===== config.mk =====
export PLATFORM = sky130hd
export DESIGN_NAME = spike_fanout_dispatcher
export DESIGN_NICKNAME = d
export VERILOG_FILES = /design/src/rtl/fanout_pkg.sv /design/src/rtl/fanout_skid_buffer.sv /design/src/rtl/spike_fanout_dispatcher.sv
export SDC_FILE = /design/constraint.sdc
export NUM_CORES = 1
export LEC_CHECK = 0
export CORE_MARGIN = 2
export CORE_UTILIZATION = 35
export CTS_BUF_LIST = sky130_fd_sc_hd__clkbuf_4
export DETAILED_ROUTE_END_ITERATION = 10
export GPL_ROUTABILITY_DRIVEN = 0
export SYNTH_ARGS = -nofsm -noshare
export SYNTH_HDL_FRONTEND = slang
export SYNTH_HIERARCHICAL = 1
export SYNTH_SLANG_ARGS = --single-unit

===== constraint.sdc =====
create_clock -name clk -period 4.09 [get_ports clk]
set_input_delay 0.818 -clock clk [delete_from_list [all_inputs] [get_ports clk]]
set_output_delay 0.818 -clock clk [all_outputs]
set_load 0.03 [all_outputs]

===== src/rtl/fanout_pkg.sv =====
`default_nettype none
// +----------------------------------------------------------------------+
// | fanout_pkg                                                           |
// | Shared widths and FSM state encoding for the fan-IO dispatch path.   |
// | Rev 1.0                                                              |
// +----------------------------------------------------------------------+
package fanout_pkg;

  localparam int DEF_ADDR_WIDTH = 14;
  localparam int DEF_PTR_WIDTH  = 16;
  localparam int DEF_CNT_WIDTH  = 8;

  typedef enum logic [2:0] {
    S_IDLE      = 3'd0,
    S_PTR_FETCH = 3'd1,
    S_PTR_WAIT  = 3'd2,
    S_STREAM    = 3'd3,
    S_DRAIN     = 3'd4,
    S_DONE      = 3'd5
  } fanout_state_t;

endpackage
`default_nettype wire


===== src/rtl/fanout_skid_buffer.sv =====
`default_nettype none
// +----------------------------------------------------------------------+
// | fanout_skid_buffer                                                   |
// | DEPTH-entry synchronous FIFO holding returned connection targets.    |
// | Rev 1.0                                                              |
// +----------------------------------------------------------------------+
module fanout_skid_buffer #(
  parameter int WIDTH = 14,
  parameter int DEPTH = 4
) (
  input  logic                   clk,
  input  logic                   rst,
  input  logic                   push,
  input  logic [WIDTH-1:0]       push_data,
  input  logic                   pop,
  output logic [WIDTH-1:0]       head,
  output logic [$clog2(DEPTH):0] count,
  output logic                   empty
);
  localparam int PTR_W = $clog2(DEPTH);

  logic [WIDTH-1:0] mem [DEPTH];
  logic [PTR_W-1:0] wr_ptr;
  logic [PTR_W-1:0] rd_ptr;
  logic             do_pop;

  assign empty  = (count == '0);
  assign do_pop = pop && !empty;
  assign head   = mem[rd_ptr];

  always_ff @(posedge clk) begin
    if (push) mem[wr_ptr] <= push_data;
  end

  // DEPTH is a power of two, so the pointers wrap by overflow.
  always_ff @(posedge clk) begin
    if (rst) begin
      wr_ptr <= '0;
      rd_ptr <= '0;
      count  <= '0;
    end else begin
      if (push)   wr_ptr <= wr_ptr + PTR_W'(1);
      if (do_pop) rd_ptr <= rd_ptr + PTR_W'(1);
      case ({push, do_pop})
        2'b10:   count <= count + (PTR_W + 1)'(1);
        2'b01:   count <= count - (PTR_W + 1)'(1);
        default: count <= count;
      endcase
    end
  end

endmodule
`default_nettype wire


===== src/rtl/spike_fanout_dispatcher.sv =====
`default_nettype none
// +----------------------------------------------------------------------+
// | spike_fanout_dispatcher                                              |
// | Streams a fired neuron's connection list into the spike FIFO.        |
// | Optional FANOUT_STATS_EN adds push and stall counters.               |
// | Rev 1.0                                                              |
// +----------------------------------------------------------------------+
module spike_fanout_dispatcher
  import fanout_pkg::*;
#(
  parameter int ADDR_WIDTH = DEF_ADDR_WIDTH,
  parameter int PTR_WIDTH  = DEF_PTR_WIDTH,
  parameter int CNT_WIDTH  = DEF_CNT_WIDTH,
  parameter int RD_LATENCY = 2,
  parameter int SKID_DEPTH = 4
) (
  input  logic                  clk,
  input  logic                  rst,
  input  logic                  i_fire_valid,
  input  logic [ADDR_WIDTH-1:0] i_fire_addr,
  output logic                  o_fire_ready,
  output logic                  o_ptr_mem_rden,
  output logic [ADDR_WIDTH-1:0] o_ptr_mem_addr,
  input  logic [PTR_WIDTH-1:0]  i_ptr_base,
  input  logic [CNT_WIDTH-1:0]  i_ptr_count,
  output logic                  o_conn_mem_rden,
  output logic [PTR_WIDTH-1:0]  o_conn_mem_addr,
  input  logic [ADDR_WIDTH-1:0] i_conn_target,
  output logic                  o_spike_fifo_wren,
  output logic [ADDR_WIDTH-1:0] o_spike_fifo_wdata,
  input  logic                  i_spike_fifo_full,
  output logic                  o_busy,
  output logic                  o_dispatch_done
`ifdef FANOUT_STATS_EN
  ,
  output logic [31:0]           o_stat_spikes,
  output logic [31:0]           o_stat_stall
`endif
);
  localparam int SKID_CW  = $clog2(SKID_DEPTH) + 1;
  localparam int WAIT_W   = (RD_LATENCY > 1) ? $clog2(RD_LATENCY) : 1;
  localparam int COMMIT_W = $clog2(SKID_DEPTH + RD_LATENCY + 1);

  fanout_state_t         state;
  fanout_state_t         state_nxt;
  logic [ADDR_WIDTH-1:0] neuron;
  logic [PTR_WIDTH-1:0]  conn_addr;
  logic [CNT_WIDTH-1:0]  remaining;
  logic [WAIT_W-1:0]     wait_cnt;
  logic [RD_LATENCY-1:0] vld_pipe;
  logic [RD_LATENCY:0]   vld_ext;
  logic [COMMIT_W-1:0]   in_flight;
  logic [COMMIT_W-1:0]   committed;
  logic [SKID_CW-1:0]    skid_count;
  logic [ADDR_WIDTH-1:0] skid_head;
  logic                  skid_empty;
  logic                  rd_return;
  logic                  issue;
  logic                  pop;
  logic                  wait_last;

  assign wait_last = (wait_cnt == WAIT_W'(RD_LATENCY - 1));
  assign vld_ext   = {vld_pipe, issue};
  assign rd_return = vld_pipe[RD_LATENCY-1];

  always_comb begin
    in_flight = '0;
    for (int i = 0; i < RD_LATENCY; i++) begin
      in_flight = in_flight + COMMIT_W'(vld_pipe[i]);
    end
  end

  // Credits count reads still in the pipe plus entries already buffered,
  // so a return can always be written without checking for space.
  assign committed = in_flight + COMMIT_W'(skid_count);
  assign issue     = (state == S_STREAM) && (remaining != '0) &&
                     (committed < COMMIT_W'(SKID_DEPTH));
  assign pop       = !skid_empty && !i_spike_fifo_full;

  assign o_fire_ready       = (state == S_IDLE);
  assign o_busy             = (state != S_IDLE);
  assign o_dispatch_done    = (state == S_DONE);
  assign o_ptr_mem_rden     = (state == S_PTR_FETCH);
  assign o_ptr_mem_addr     = neuron;
  assign o_conn_mem_rden    = issue;
  assign o_conn_mem_addr    = conn_addr;
  assign o_spike_fifo_wren  = pop;
  assign o_spike_fifo_wdata = skid_empty ? '0 : skid_head;

  always_ff @(posedge clk) begin
    if (rst) state <= S_IDLE;
    else     state <= state_nxt;
  end

  always_comb begin
    state_nxt = state;
    case (state)
      S_IDLE:      if (i_fire_valid) state_nxt = S_PTR_FETCH;
      S_PTR_FETCH: state_nxt = S_PTR_WAIT;
      S_PTR_WAIT:  if (wait_last) state_nxt = (i_ptr_count == '0) ? S_DONE : S_STREAM;
      S_STREAM:    if (issue && remaining == CNT_WIDTH'(1)) state_nxt = S_DRAIN;
      // Leave once the final entry is being popped so done follows the last push.
      S_DRAIN:     if (in_flight == '0 &&
                       (skid_empty || (skid_count == SKID_CW'(1) && pop)))
                     state_nxt = S_DONE;
      S_DONE:      state_nxt = S_IDLE;
      default:     state_nxt = S_IDLE;
    endcase
  end

  always_ff @(posedge clk) begin
    if (rst) begin
      neuron    <= '0;
      conn_addr <= '0;
      remaining <= '0;
      wait_cnt  <= '0;
      vld_pipe  <= '0;
    end else begin
      vld_pipe <= vld_ext[RD_LATENCY-1:0];
      if (o_fire_ready && i_fire_valid) neuron <= i_fire_addr;
      if (state == S_PTR_WAIT) wait_cnt <= wait_cnt + WAIT_W'(1);
      else                     wait_cnt <= '0;
      if (state == S_PTR_WAIT && wait_last) begin
        conn_addr <= i_ptr_base;
        remaining <= i_ptr_count;
      end else if (issue) begin
        conn_addr <= conn_addr + PTR_WIDTH'(1);
        remaining <= remaining - CNT_WIDTH'(1);
      end
    end
  end

  fanout_skid_buffer #(
    .WIDTH (ADDR_WIDTH),
    .DEPTH (SKID_DEPTH)
  ) u_skid (
    .clk       (clk),
    .rst       (rst),
    .push      (rd_return),
    .push_data (i_conn_target),
    .pop       (pop),
    .head      (skid_head),
    .count     (skid_count),
    .empty     (skid_empty)
  );

`ifdef FANOUT_STATS_EN
  always_ff @(posedge clk) begin
    if (rst) begin
      o_stat_spikes <= '0;
      o_stat_stall  <= '0;
    end else begin
      if (pop && o_stat_spikes != '1) o_stat_spikes <= o_stat_spikes + 32'd1;
      if (!skid_empty && i_spike_fifo_full && o_stat_stall != '1)
        o_stat_stall <= o_stat_stall + 32'd1;
    end
  end
`endif

endmodule
`default_nettype wire


==> reports/qor.yml <==
status: "finished, final reports clean"
fin_crit_ns: 3.88
end_kind: "output port"
die_w_um: 122
grt_pass1_vias: 3506
powerDensity_nw_per_um2: 322
synth_nets: 485
yosysMostFrequentCell: "edfxtp_1"
initial_core_util: 0.354
peakVddDrop_uv: 116
pwr-share-comb: 0.130
synth.area.top_cells: "edfxtp_1 35%, dfxtp_1 22%, mux4_2 4.6%"
critPathKind: "reg -> out"
fp.dieH_um: 122
max_cap_violations: 0
clk_pin_slew_ns: 0.18
dp_hpwl_um: 7330
swShare: 0.280
dr.first_iter.drc_count: 225
fmax_mhz: 257
wl_per_cell_um: 15.5
syn_area_sq_um: 4850
grt_max_degree: 56
num_antenna_cells: 0
hold_path.class: "reg -> reg"
synth_edf_count: 56
rsz0062_at_grt: "false"
crit_fanout: 9
clock_path_buffers: 2
cts.sinks: 109
slew_viol_final: 0
synth-async-reset-ratio: 0
totalPowerFinal_uw: 1990
synth_warnings: 6
routed_wl_um: 10900
avgSynthCellArea_sq_um: 11.7
firstDrtPassIters: 4
io_buffer_count: 105
io_pins: 106
cts-buffers-inserted: 9
skew_ns: 0.0148
synth_area_leader_cell: "edfxtp_1"
finalCritPeriodShare: 0.950
worst_slew_pin_slew_ns: 1.06
vias: 3572
final-hold-violation-count: 0
gr-total-overflow: 0
p_sw_uw: 558
leakagePower_uw: 0.00204
clkPwrFrac: 0.270
setup_viol: 0
drtAntennaViolNets: 0
areaGrowthSynthToFinish_pct: 27.3
slew_headroom: 0.294
nets: 585
clock_latency_ns: 0.50
synth_cell_types: 61
yosys-top-cells-count: "56 x edfxtp_1, 53 x dfxtp_1, 41 x nand2_1"
cts_tree: "yes"
htree_levels: 3
cts_hold_buffers: 0
synth_top_area_frac: 0.346
cts_root_buf: "clkbuf_4"
placementRows: 43
antenna_found_initial: 0
internal-power_uw: 1430
drc: 0
arrival_ns: 3.07
grt_pass1_wl_um: 17500
via_per_inst: 5.10
grt_util_all_layers: 0.151
fin_setup_tns_ns: 0
seq_area_frac_synth: 0.565
cts_resized: 0
postCtsSetupBuffers: 0
synth_ff_type: "edfxtp_1"
cp-start-kind: "flip-flop"
coreArea_sq_um: 13700
worstPathRequired_ns: 3.27
synth_seq_cells: 109
drive_above_1_share: 0.0729
synthCells: 416
design.die.area_sq_um: 14800
seq_power_share: 0.600
## worst paths after layout
kind                                                startpoint                             end  slack [ns]  depth (start not counted)
worst max-delay path                    vld_pipe[1]$_SDFF_PP0_                 o_conn_mem_rden        0.21                          6
worst min-delay path            o_ptr_mem_addr[1]$_SDFFE_PP0P_  o_ptr_mem_addr[1]$_SDFFE_PP0P_        0.47                          2
worst max register to register    u_skid/count[2]$_SDFFE_PP0P_    u_skid/count[2]$_SDFFE_PP0P_        1.51                         11
worst min register to register  o_ptr_mem_addr[1]$_SDFFE_PP0P_  o_ptr_mem_addr[1]$_SDFFE_PP0P_        0.47                          2
## critical path: stages, from the launching register on
cell and delay (ns):
dfxtp_1 0.53, ha_1 0.21, ha_1 0.24, a311o_1 0.39, a31oi_2 0.33, and2_1 0.21, clkdlybuf4s50_1 0.68
## cells in the final DEF, fill, tap and decap left out, drive strengths merged, types with 8 or more instances in the layout
| master | instances |
|---|---|
| a211oi | 13 |
| a21oi | 32 |
| clkbuf | 9 |
| clkdlybuf4s50 | 104 |
| dfxtp | 53 |
| edfxtp | 56 |
| ha | 12 |
| inv | 26 |
| mux4 | 14 |
| nand2 | 41 |
| nand3 | 10 |
| nor2 | 29 |
| nor2b | 16 |
| xor2 | 8 |
## metrics by stage
step,setup slack [ns],hold WS (ns),utilization,cell area (sq um),instances
floorplan,1.25,0.441,-,4850,416
global route,0.0338,0.487,0.450,6180,701
global placement,0.810,0.443,0.441,6050,685
CTS,0.148,0.468,0.450,6180,701
finish,0.206,0.465,0.450,6180,701
detailed placement,0.757,0.447,0.441,6050,685
## metal layers
metal  global-route usage  vias to the layer above  wire length, um
met2                0.248                       78             5250
met1                0.195                     1751             4990
met3               0.0304                       12              454
li1                     -                     1731                -
met5                    0                        -                0
met4               0.0625                        0              168
## power groups by stage
stage	registers [uW]	clock network, uW	logic [uW]
6_report	1190	537	259
5_1_grt	1200	601	281
4_1_cts	1190	568	262
3_5_place_dp	1220	0	261
3_3_place_gp	1220	0	258
2_1_floorplan	1240	0	104
## state kept, by name, summed over array words and instances, names as in the netlist, named ones only
signal	flops
u_skid/mem	56
o_conn_mem_addr	16
o_ptr_mem_addr	14
remaining	8
state	3
u_skid/count	3
u_skid/rd_ptr	2
u_skid/wr_ptr	2
vld_pipe	2
wait_cnt	1
## cells by family (layout without fill, tap and decap cells)
family	after synthesis	count (layout)	synth area share
and+or+nand+nor	143	143	0.152
DFF	109	109	0.565
AOI/OAI and AO/OA	82	82	0.115
buffers and inverters	41	146	0.0389
muxes	18	18	0.0763
adders and majority gates	13	13	0.0351
xor gates and xnor gates	10	10	0.0180
## area by class of cell
| class | count | area (sq um) |
|---|---|---|
| clock buffer | 9 | 67.6 |
| clock inverter | 7 | 62.6 |
| fill | 1319 | 7540 |
| inverter | 21 | 78.8 |
| multi-input combinational | 266 | 1930 |
| sequential | 109 | 2740 |
| tap | 180 | 225 |
| timing repair buffer | 109 | 1080 |
Power figures use the tool's default switching activity.
